==> config.mk <==
export PLATFORM = sky130hd
export DESIGN_NAME = mul_div_unit
export DESIGN_NICKNAME = d
export VERILOG_FILES = /design/src/rtl/mul_div_unit.sv
export SDC_FILE = /design/constraint.sdc
export NUM_CORES = 1
export LEC_CHECK = 0
export ABC_AREA = 1
export BUFFER_PORTS_ARGS = -buffer_cell sky130_fd_sc_hd__buf_4
export CORE_ASPECT_RATIO = 1.75
export CORE_MARGIN = 3
export CORE_UTILIZATION = 40
export CTS_BUF_LIST = sky130_fd_sc_hd__clkbuf_2 sky130_fd_sc_hd__clkbuf_4 sky130_fd_sc_hd__clkbuf_8
export DETAILED_ROUTE_END_ITERATION = 10
export GPL_ROUTABILITY_DRIVEN = 0
export SLEW_MARGIN = 20
export SYNTH_ARGS = -nofsm -noshare
export SYNTH_HDL_FRONTEND = slang
export SYNTH_SLANG_ARGS = --single-unit
export TNS_END_PERCENT = 50
==> constraint.sdc <==
create_clock -name clk -period 14.4 [get_ports clk]
set_input_delay 1.44 -clock clk [delete_from_list [all_inputs] [get_ports clk]]
set_output_delay 1.44 -clock clk [all_outputs]
set_load 0.03 [all_outputs]
==> src/rtl/mul_div_unit.sv <==
// Iterative radix-2 multiply/divide engine: shift-add multiply, restoring divide.
// One operation in flight; busy stalls the pipeline, done pulses when hi/lo update.
module mul_div_unit #(
    parameter int WIDTH = 32
) (
    input  logic             clk,
    input  logic             rst,
    input  logic             start,
    input  logic [1:0]       op,
    input  logic [WIDTH-1:0] a,
    input  logic [WIDTH-1:0] b,
    output logic             busy,
    output logic             done,
    output logic [WIDTH-1:0] hi,
    output logic [WIDTH-1:0] lo
);
    localparam int CW = (WIDTH > 1) ? $clog2(WIDTH) : 1;

    typedef enum logic [1:0] {IDLE, CALC, FIX} state_t;

    state_t           state_reg;
    logic [CW-1:0]    cnt_reg;
    logic             is_div_reg;
    logic             neg_lo_reg;
    logic             neg_r_reg;
    logic             div0_reg;
    logic [WIDTH-1:0] acc_reg;
    logic [WIDTH-1:0] mreg_reg;
    logic [WIDTH-1:0] opb_reg;
    logic [WIDTH-1:0] hi_reg;
    logic [WIDTH-1:0] lo_reg;
    logic             done_reg;

    logic             is_signed;
    logic [WIDTH-1:0] abs_a;
    logic [WIDTH-1:0] abs_b;
    logic [WIDTH:0]   mul_sum;
    logic [WIDTH:0]   div_shift;
    logic             div_ge;
    logic [WIDTH-1:0] div_diff;
    logic [WIDTH-1:0] acc_next;
    logic [WIDTH-1:0] mreg_next;
    logic [2*WIDTH-1:0] prod_fix;
    logic [WIDTH-1:0] quot_fix;
    logic [WIDTH-1:0] rem_fix;

    always_comb begin
        is_signed = ~op[0];
        abs_a     = (is_signed && a[WIDTH-1]) ? (~a + WIDTH'(1)) : a;
        abs_b     = (is_signed && b[WIDTH-1]) ? (~b + WIDTH'(1)) : b;

        // Multiply: acc holds the running high half, mreg shifts the multiplier out / product in.
        mul_sum   = {1'b0, acc_reg} + (mreg_reg[0] ? {1'b0, opb_reg} : '0);

        // Divide: partial remainder in acc, dividend bits shift out of mreg as quotient bits shift in.
        div_shift = {acc_reg, mreg_reg[WIDTH-1]};
        div_ge    = (div_shift >= {1'b0, opb_reg});
        div_diff  = div_shift[WIDTH-1:0] - opb_reg;

        if (is_div_reg) begin
            acc_next  = div_ge ? div_diff : div_shift[WIDTH-1:0];
            mreg_next = {mreg_reg[WIDTH-2:0], div_ge};
        end else begin
            acc_next  = mul_sum[WIDTH:1];
            mreg_next = {mul_sum[0], mreg_reg[WIDTH-1:1]};
        end

        prod_fix = neg_lo_reg ? (~{acc_reg, mreg_reg} + (2*WIDTH)'(1)) : {acc_reg, mreg_reg};
        quot_fix = neg_lo_reg ? (~mreg_reg + WIDTH'(1)) : mreg_reg;
        // With a zero divisor the remainder ends as |a|; re-applying a's sign restores raw a.
        rem_fix  = neg_r_reg ? (~acc_reg + WIDTH'(1)) : acc_reg;
    end

    always_ff @(posedge clk or posedge rst) begin
        if (rst) begin
            state_reg  <= IDLE;
            cnt_reg    <= '0;
            is_div_reg <= 1'b0;
            neg_lo_reg <= 1'b0;
            neg_r_reg  <= 1'b0;
            div0_reg   <= 1'b0;
            acc_reg    <= '0;
            mreg_reg   <= '0;
            opb_reg    <= '0;
            hi_reg     <= '0;
            lo_reg     <= '0;
            done_reg   <= 1'b0;
        end else begin
            done_reg <= 1'b0;
            case (state_reg)
                IDLE: begin
                    if (start) begin
                        is_div_reg <= op[1];
                        neg_lo_reg <= is_signed && (a[WIDTH-1] ^ b[WIDTH-1]);
                        neg_r_reg  <= is_signed && op[1] && a[WIDTH-1];
                        div0_reg   <= op[1] && (b == '0);
                        acc_reg    <= '0;
                        mreg_reg   <= abs_a;
                        opb_reg    <= abs_b;
                        cnt_reg    <= '0;
                        state_reg  <= CALC;
                    end
                end
                CALC: begin
                    acc_reg  <= acc_next;
                    mreg_reg <= mreg_next;
                    cnt_reg  <= cnt_reg + CW'(1);
                    if (cnt_reg == CW'(WIDTH - 1))
                        state_reg <= FIX;
                end
                FIX: begin
                    if (!is_div_reg) begin
                        hi_reg <= prod_fix[2*WIDTH-1:WIDTH];
                        lo_reg <= prod_fix[WIDTH-1:0];
                    end else if (div0_reg) begin
                        hi_reg <= rem_fix;
                        lo_reg <= '1;
                    end else begin
                        hi_reg <= rem_fix;
                        lo_reg <= quot_fix;
                    end
                    done_reg  <= 1'b1;
                    state_reg <= IDLE;
                end
                default: state_reg <= IDLE;
            endcase
        end
    end

    assign busy = (state_reg != IDLE);
    assign done = done_reg;
    assign hi   = hi_reg;
    assign lo   = lo_reg;
endmodule

After elaboration in Yosys (flattened, before gate mapping)
Index checks and enable logic that the tools add are counted.
{ "classes": {"n_eq_ne": 5, "shifts": 0, "n_mux": 22, "n_mul": 0, "bitwise_logic": 7, "div_mod_pow": 0, "n_addsub": 8, "n_lt_le_gt_ge": 1, "reduce_logical": 13} }
{ "op_table": {"columns": ["operator", "n"], "rows": [
  ["two-way mux 32 bit", 13],
  ["adder 32 x 1 -> 32 bit (second input constant)", 4],
  ["inverter 32 bit", 4],
  ["case mux 32 bit (2 select lines)", 2],
  ["adder 64 x 1 -> 64 bit (second input constant)", 1],
  ["two-way mux 64 bit", 1],
  ["inverter 64 bit", 1],
  ["adder 32 x 32 -> 33 bit", 1],
  [">= comparator 33 x 32 -> 1 bit", 1],
  ["logical NOT 32 bit", 1],
  ["subtractor 32 bit", 1],
  ["case mux 5 bit (2 select lines)", 1],
  ["logical AND 1 bit", 6],
  ["AND reduction 2 bit", 3],
  ["adder 5 x 1 -> 5 bit (second input constant)", 1],
  ["equality test 5 bit (second input constant)", 1],
  ["two-way mux 5 bit", 1],
  ["two-way mux 2 bit", 2],
  ["inequality test 2 bit (second input constant)", 2],
  ["case mux 2 bit (2 select lines)", 1],
  ["nonzero test 2 bit", 2],
  ["equality test 2 x 1 -> 1 bit (second input constant)", 1],
  ["equality test 2 bit (second input constant)", 1],
  ["logical NOT 2 bit", 1],
  ["other kinds (3)", 3]
]} }
{ "word_totals": {"reg_bits": 172, "latchBits": 0, "mem_bits_rw": 0, "wordCells": 68, "mem_bits_ro": 0, "out_inout_bits": 66, "memories": 0} }

Longest topological paths before layout
{ "logic_depth": {"depth_word": 5, "depth_mapped": 20} }

Worst setup path after synthesis
Ideal clock, no wire load.
{ "synth_timing": {"path_kind": "input to register", "start": "input b[0]", "end": "register opb_reg[28]", "t_required_ps": 14268, "slack_ps": 11489, "path_buffers": 0, "arrival_ps": 2780, "path_stages": 15, "cell_sequence": "inv_1 -> ha_1 -> inv_1 -> nor3_1 -> nand2_1 -> inv_1 -> nand2_1 -> nor2_1 -> nand3_1 -> nor2_1 -> nand2_1 -> nand2_1 -> nand2_1 -> nand3_1 -> o21ai_0"} }
{ "synth_via": {"elab_chain_cells": 3} }
{ "synth_rtl": {"columns": ["item", "line_no", "text"], "rows": [
  ["from (decl)", "11", "input logic [WIDTH-1:0] b,"],
  ["inverter 32 bit", "50", "abs_b = (is_signed && b[WIDTH-1]) ? (~b + WIDTH'(1)) : b;"],
  ["adder 32 x 1 -> 32 bit", "50", null],
  ["two-way mux 32 bit", "50", null],
  ["to (signal assigned)", "99", "opb_reg <= abs_b;"],
  ["to (decl)", "29", "logic [WIDTH-1:0] opb_reg;"]
]} }
No other way between the ends.
A chain may end at the register's enable or synchronous reset.

Worst setup path in the final report
{ "layout_timing": {"start": "register neg_lo_reg", "end": "register hi_reg[28] (netlist: hi[28])"} }
{ "layout_via": {"elab_chain_cells": 2} }
{ "layout_rtl": {"columns": ["item", "line_no", "text"], "rows": [
  ["from (decl)", "24", "logic neg_lo_reg;"],
  ["from (signal assigned)", "94", "neg_lo_reg <= is_signed && (a[WIDTH-1] ^ b[WIDTH-1]);"],
  ["two-way mux 64 bit", "68", "prod_fix = neg_lo_reg ? (~{acc_reg, mreg_reg} + (2*WIDTH)'(1)) : {acc_reg, mreg_reg};"],
  ["two-way mux 32 bit", "112", "if (!is_div_reg) begin"],
  ["to (signal assigned)", "113", "hi_reg <= prod_fix[2*WIDTH-1:WIDTH];"],
  ["to (signal assigned)", "116", "hi_reg <= rem_fix;"],
  ["to (signal assigned)", "119", "hi_reg <= rem_fix;"],
  ["to (decl)", "30", "logic [WIDTH-1:0] hi_reg;"]
]} }
No other way between the ends.

==> impl_metrics.env <==
export IMPL_dpl_cell_area_um2=18200
export IMPL_ys_types=52
export IMPL_synth_area_mux_share=0
export IMPL_seq_area_frac_synth=0.256
export IMPL_route_detailed_wl_per_inst_um=20.4
export IMPL_dpl_hpwl_mm=56.0
export IMPL_syn2layout_area_growth_pct=10.6
export IMPL_antenna_found_initial=1
export IMPL_synth_top_family_by_area="simple AND/OR/NAND/NOR gates"
export IMPL_synth_top_area_share=0.256
export IMPL_final_area_um2=18600
export IMPL_swShare=0.605
export IMPL_drc_errors=0
export IMPL_period_needed_ns=3.59
export IMPL_die_width_um=161
export IMPL_start_kind="flip-flop"
export IMPL_pin_count=135
export IMPL_vias=19222
export IMPL_synth_cell_area_um2=16800
export IMPL_cp_required_ns=14.82
export IMPL_grt_total_usage=0.313
export IMPL_leakagePower_nw=9.76
export IMPL_final_max_slew_viol_count=0
export IMPL_grt_pass1_wl_mm=107
export IMPL_cap_viol_max_count=0
export IMPL_worst_slew_pin_slew_ns=0.988
export IMPL_ant_nets=0
export IMPL_synth_xor_area_frac=0.0354
export IMPL_clockBufferDepth=2
export IMPL_die_area_um2=44700
export IMPL_fmax_mhz=279
export IMPL_avgSynthCellArea_um2=5.93
export IMPL_cts_hold_buf=0
export IMPL_cts_tree="built"
export IMPL_crit_arrival_ns=4.01
export IMPL_rows=98
export IMPL_synth_simple_area_share=0.395
export IMPL_h_tree_depth=4
export IMPL_cts_resized=0
export IMPL_relSlewSlack=0.339
export IMPL_rsz0062_at_grt="false"
export IMPL_power_mw=4.72
export IMPL_post_route_period_util=0.249
export IMPL_yosysTopAreaCell="dfrtp_1"
export IMPL_post_place_ws_ns=10.63
export IMPL_die_y_um=277
export IMPL_drt_iter0_drc=1322
export IMPL_totalWireLength_mm=70.9
export IMPL_grt_max_degree=76
export IMPL_cts_buffers=17
export IMPL_ys_ff_latch=172
export IMPL_synth_area_leaders="dfrtp_1 26%, nand2_1 19%, inv_1 9.5%"
export IMPL_drive_gt1_frac=0.0784
export IMPL_synth_compound_area_frac=0.138
export IMPL_p_int_mw=1.87
export IMPL_hold_path_class="flip-flop to flip-flop"
export IMPL_root_buffer="clkbuf_8"
export IMPL_synth_warnings=0
export IMPL_powerDensity_nw_per_um2=254
export IMPL_pwr_share_clk=0.075
export IMPL_p_comb_frac=0.714
export IMPL_setup_violations=0
export IMPL_firstDrtPassIters=8
export IMPL_coreArea_um2=41200
export IMPL_finalHoldViolCount=0
export IMPL_final_setup_tns_ns=0
export IMPL_clk_pin_slew_ns=0.10
export IMPL_p_switching_mw=2.86
export IMPL_seqPwrFrac=0.212
export IMPL_clkLatencyLatePin_ns=0.54
export IMPL_start_util=0.408
export IMPL_synth_cells=2835
export IMPL_post_cts_buffers=0
export IMPL_synthAdderAreaFrac=0.0544
export IMPL_outcome="finished clean"
export IMPL_path_class="flip-flop to flip-flop"
export IMPL_fin_nets=3061
export IMPL_vdd_ir_drop_max_mv=0.0939
export IMPL_critical_path_max_fanout=29
export IMPL_grt_pass1_vias=19408
export IMPL_worst_slack_ns=10.81
export IMPL_n_fill_cell=4599
export IMPL_cp_end_kind="flip-flop"
export IMPL_finalClockSkew_ns=0.0155
export IMPL_grt_ovfl_total=0
export IMPL_viasPerCell=5.52
export IMPL_io_buffers=134
export IMPL_synth_nets=2976
export IMPL_clock_sinks=172
==> synthesized netlist by cell type (all sizes together) <==
cell / instances
a22oi: 10
and2: 1
a41oi: 1
nor4: 8
a32o: 1
xnor2: 6
o31ai: 4
xor2: 62
inv: 430
a221oi: 1
a21boi: 4
nand4: 34
a21oi: 160
o21ai: 192
buf: 40
o21a: 2
ha: 70
clkinv: 2
clkbuf: 43
dfrtp: 172
nor3: 35
o211ai: 8
o2111ai: 1
a31oi: 21
or2: 4
and3: 2
fa: 2
nand3b: 13
a2bb2oi: 2
a21o: 2
o22ai: 8
nand3: 281
nand2: 882
o21bai: 11
nor2: 317
or3: 1
a22o: 2
==> layout make-up <==
cell class              instances  area, um^2  area share
well taps                     550         688      0.0370
multi-input cells            2148       10500       0.564
clock buffers                  22         278      0.0149
inverters                     432        1630      0.0874
diodes                          1        2.50    0.000135
clock inverters                 9        87.6     0.00471
repair buffers                149        1120      0.0601
flip-flops and latches        172        4310       0.231
==> critical path: stages (launching register included) <==
cell and delay, ns:
dfrtp_1 0.35, buf_4 0.34, clkinv_1 0.73, nor2_1 1.03
nor2_1 0.13, inv_1 0.34, o31ai_1 0.17, nand3_1 0.12
nand2_1 0.05, nand3_1 0.12, nand2_1 0.06
==> logic make-up (layout without fill, tap and decap cells) <==
group | after synthesis | after routing
flops | 172 | 172
xor+xnor | 68 | 68
other cells | 0 | 1
buf+inv | 515 | 612
compound gates | 430 | 430
fa+ha+maj | 72 | 72
simple gates | 1578 | 1578
==> stage by stage <==
stage / utilization / hold WS, ns / instances
after floorplan: - / 0.452 / 2835
after detailed placement: 0.443 / 0.476 / 3451
final: 0.452 / 0.494 / 3483
after global routing: 0.452 / 0.513 / 3483
after global placement: 0.443 / 0.468 / 3451
after CTS: 0.452 / 0.500 / 3482
==> final timing paths <==
check | from | end | slack [ns] | cells after the start
setup / recovery | neg_lo_reg | hi[28] | 10.81 | 10
hold reg to reg | hi[23] | hi[23] | 0.49 | 2
setup reg to reg | neg_lo_reg | hi[28] | 10.81 | 10
max in group asynchronous | rst | hi[16] | 11.28 | 4
min in group asynchronous | rst | cnt_reg[3] | 0.90 | 2
hold / removal | hi[23] | hi[23] | 0.49 | 2
==> metal layers <==
metal / up-vias / GRT usage / share of wire
met5: - / 0 / 0
met1: 8708 / 0.282 / 0.31
met4: 0 / 0.326 / 0.13
met2: 872 / 0.566 / 0.50
met3: 401 / 0.0502 / 0.061
li1: 9241 / - / -
==> power by group through the flow <==
stage | Combinational, mW | Clock, mW | Sequential [mW]
6_report | 3.37 | 0.352 | 1.00
5_1_grt | 3.76 | 0.369 | 1.01
3_3_place_gp | 3.24 | 0 | 0.985
3_5_place_dp | 3.28 | 0 | 0.989
4_1_cts | 3.29 | 0.354 | 0.979
2_1_floorplan | 2.43 | 0 | 0.832
==> cells in the final DEF (no fill, tap or decap), types with 3 or more instances in the layout <==
cell      count
a22oi_1      10
nor3_1       32
or2_2         3
clkbuf_8     18
nor4_1        8
o211ai_1      8
inv_1       426
nand2_2       9
a21oi_1     158
o21bai_1     11
o31ai_1       4
nand3b_1     13
o21ai_0     182
o22ai_1       8
buf_4       149
nor2_2       11
inv_6         3
inv_2         4
o21ai_1      10
a31oi_1      21
nor2_1      302
ha_1         70
clkbuf_4      4
nor2_4        4
nand2_1     872
xnor2_1       6
nand4_1      34
dfrtp_1     171
xor2_1       62
nand3_2      11
clkinv_2      3
nand3_1     270
(Power assumes the default switching activity.)
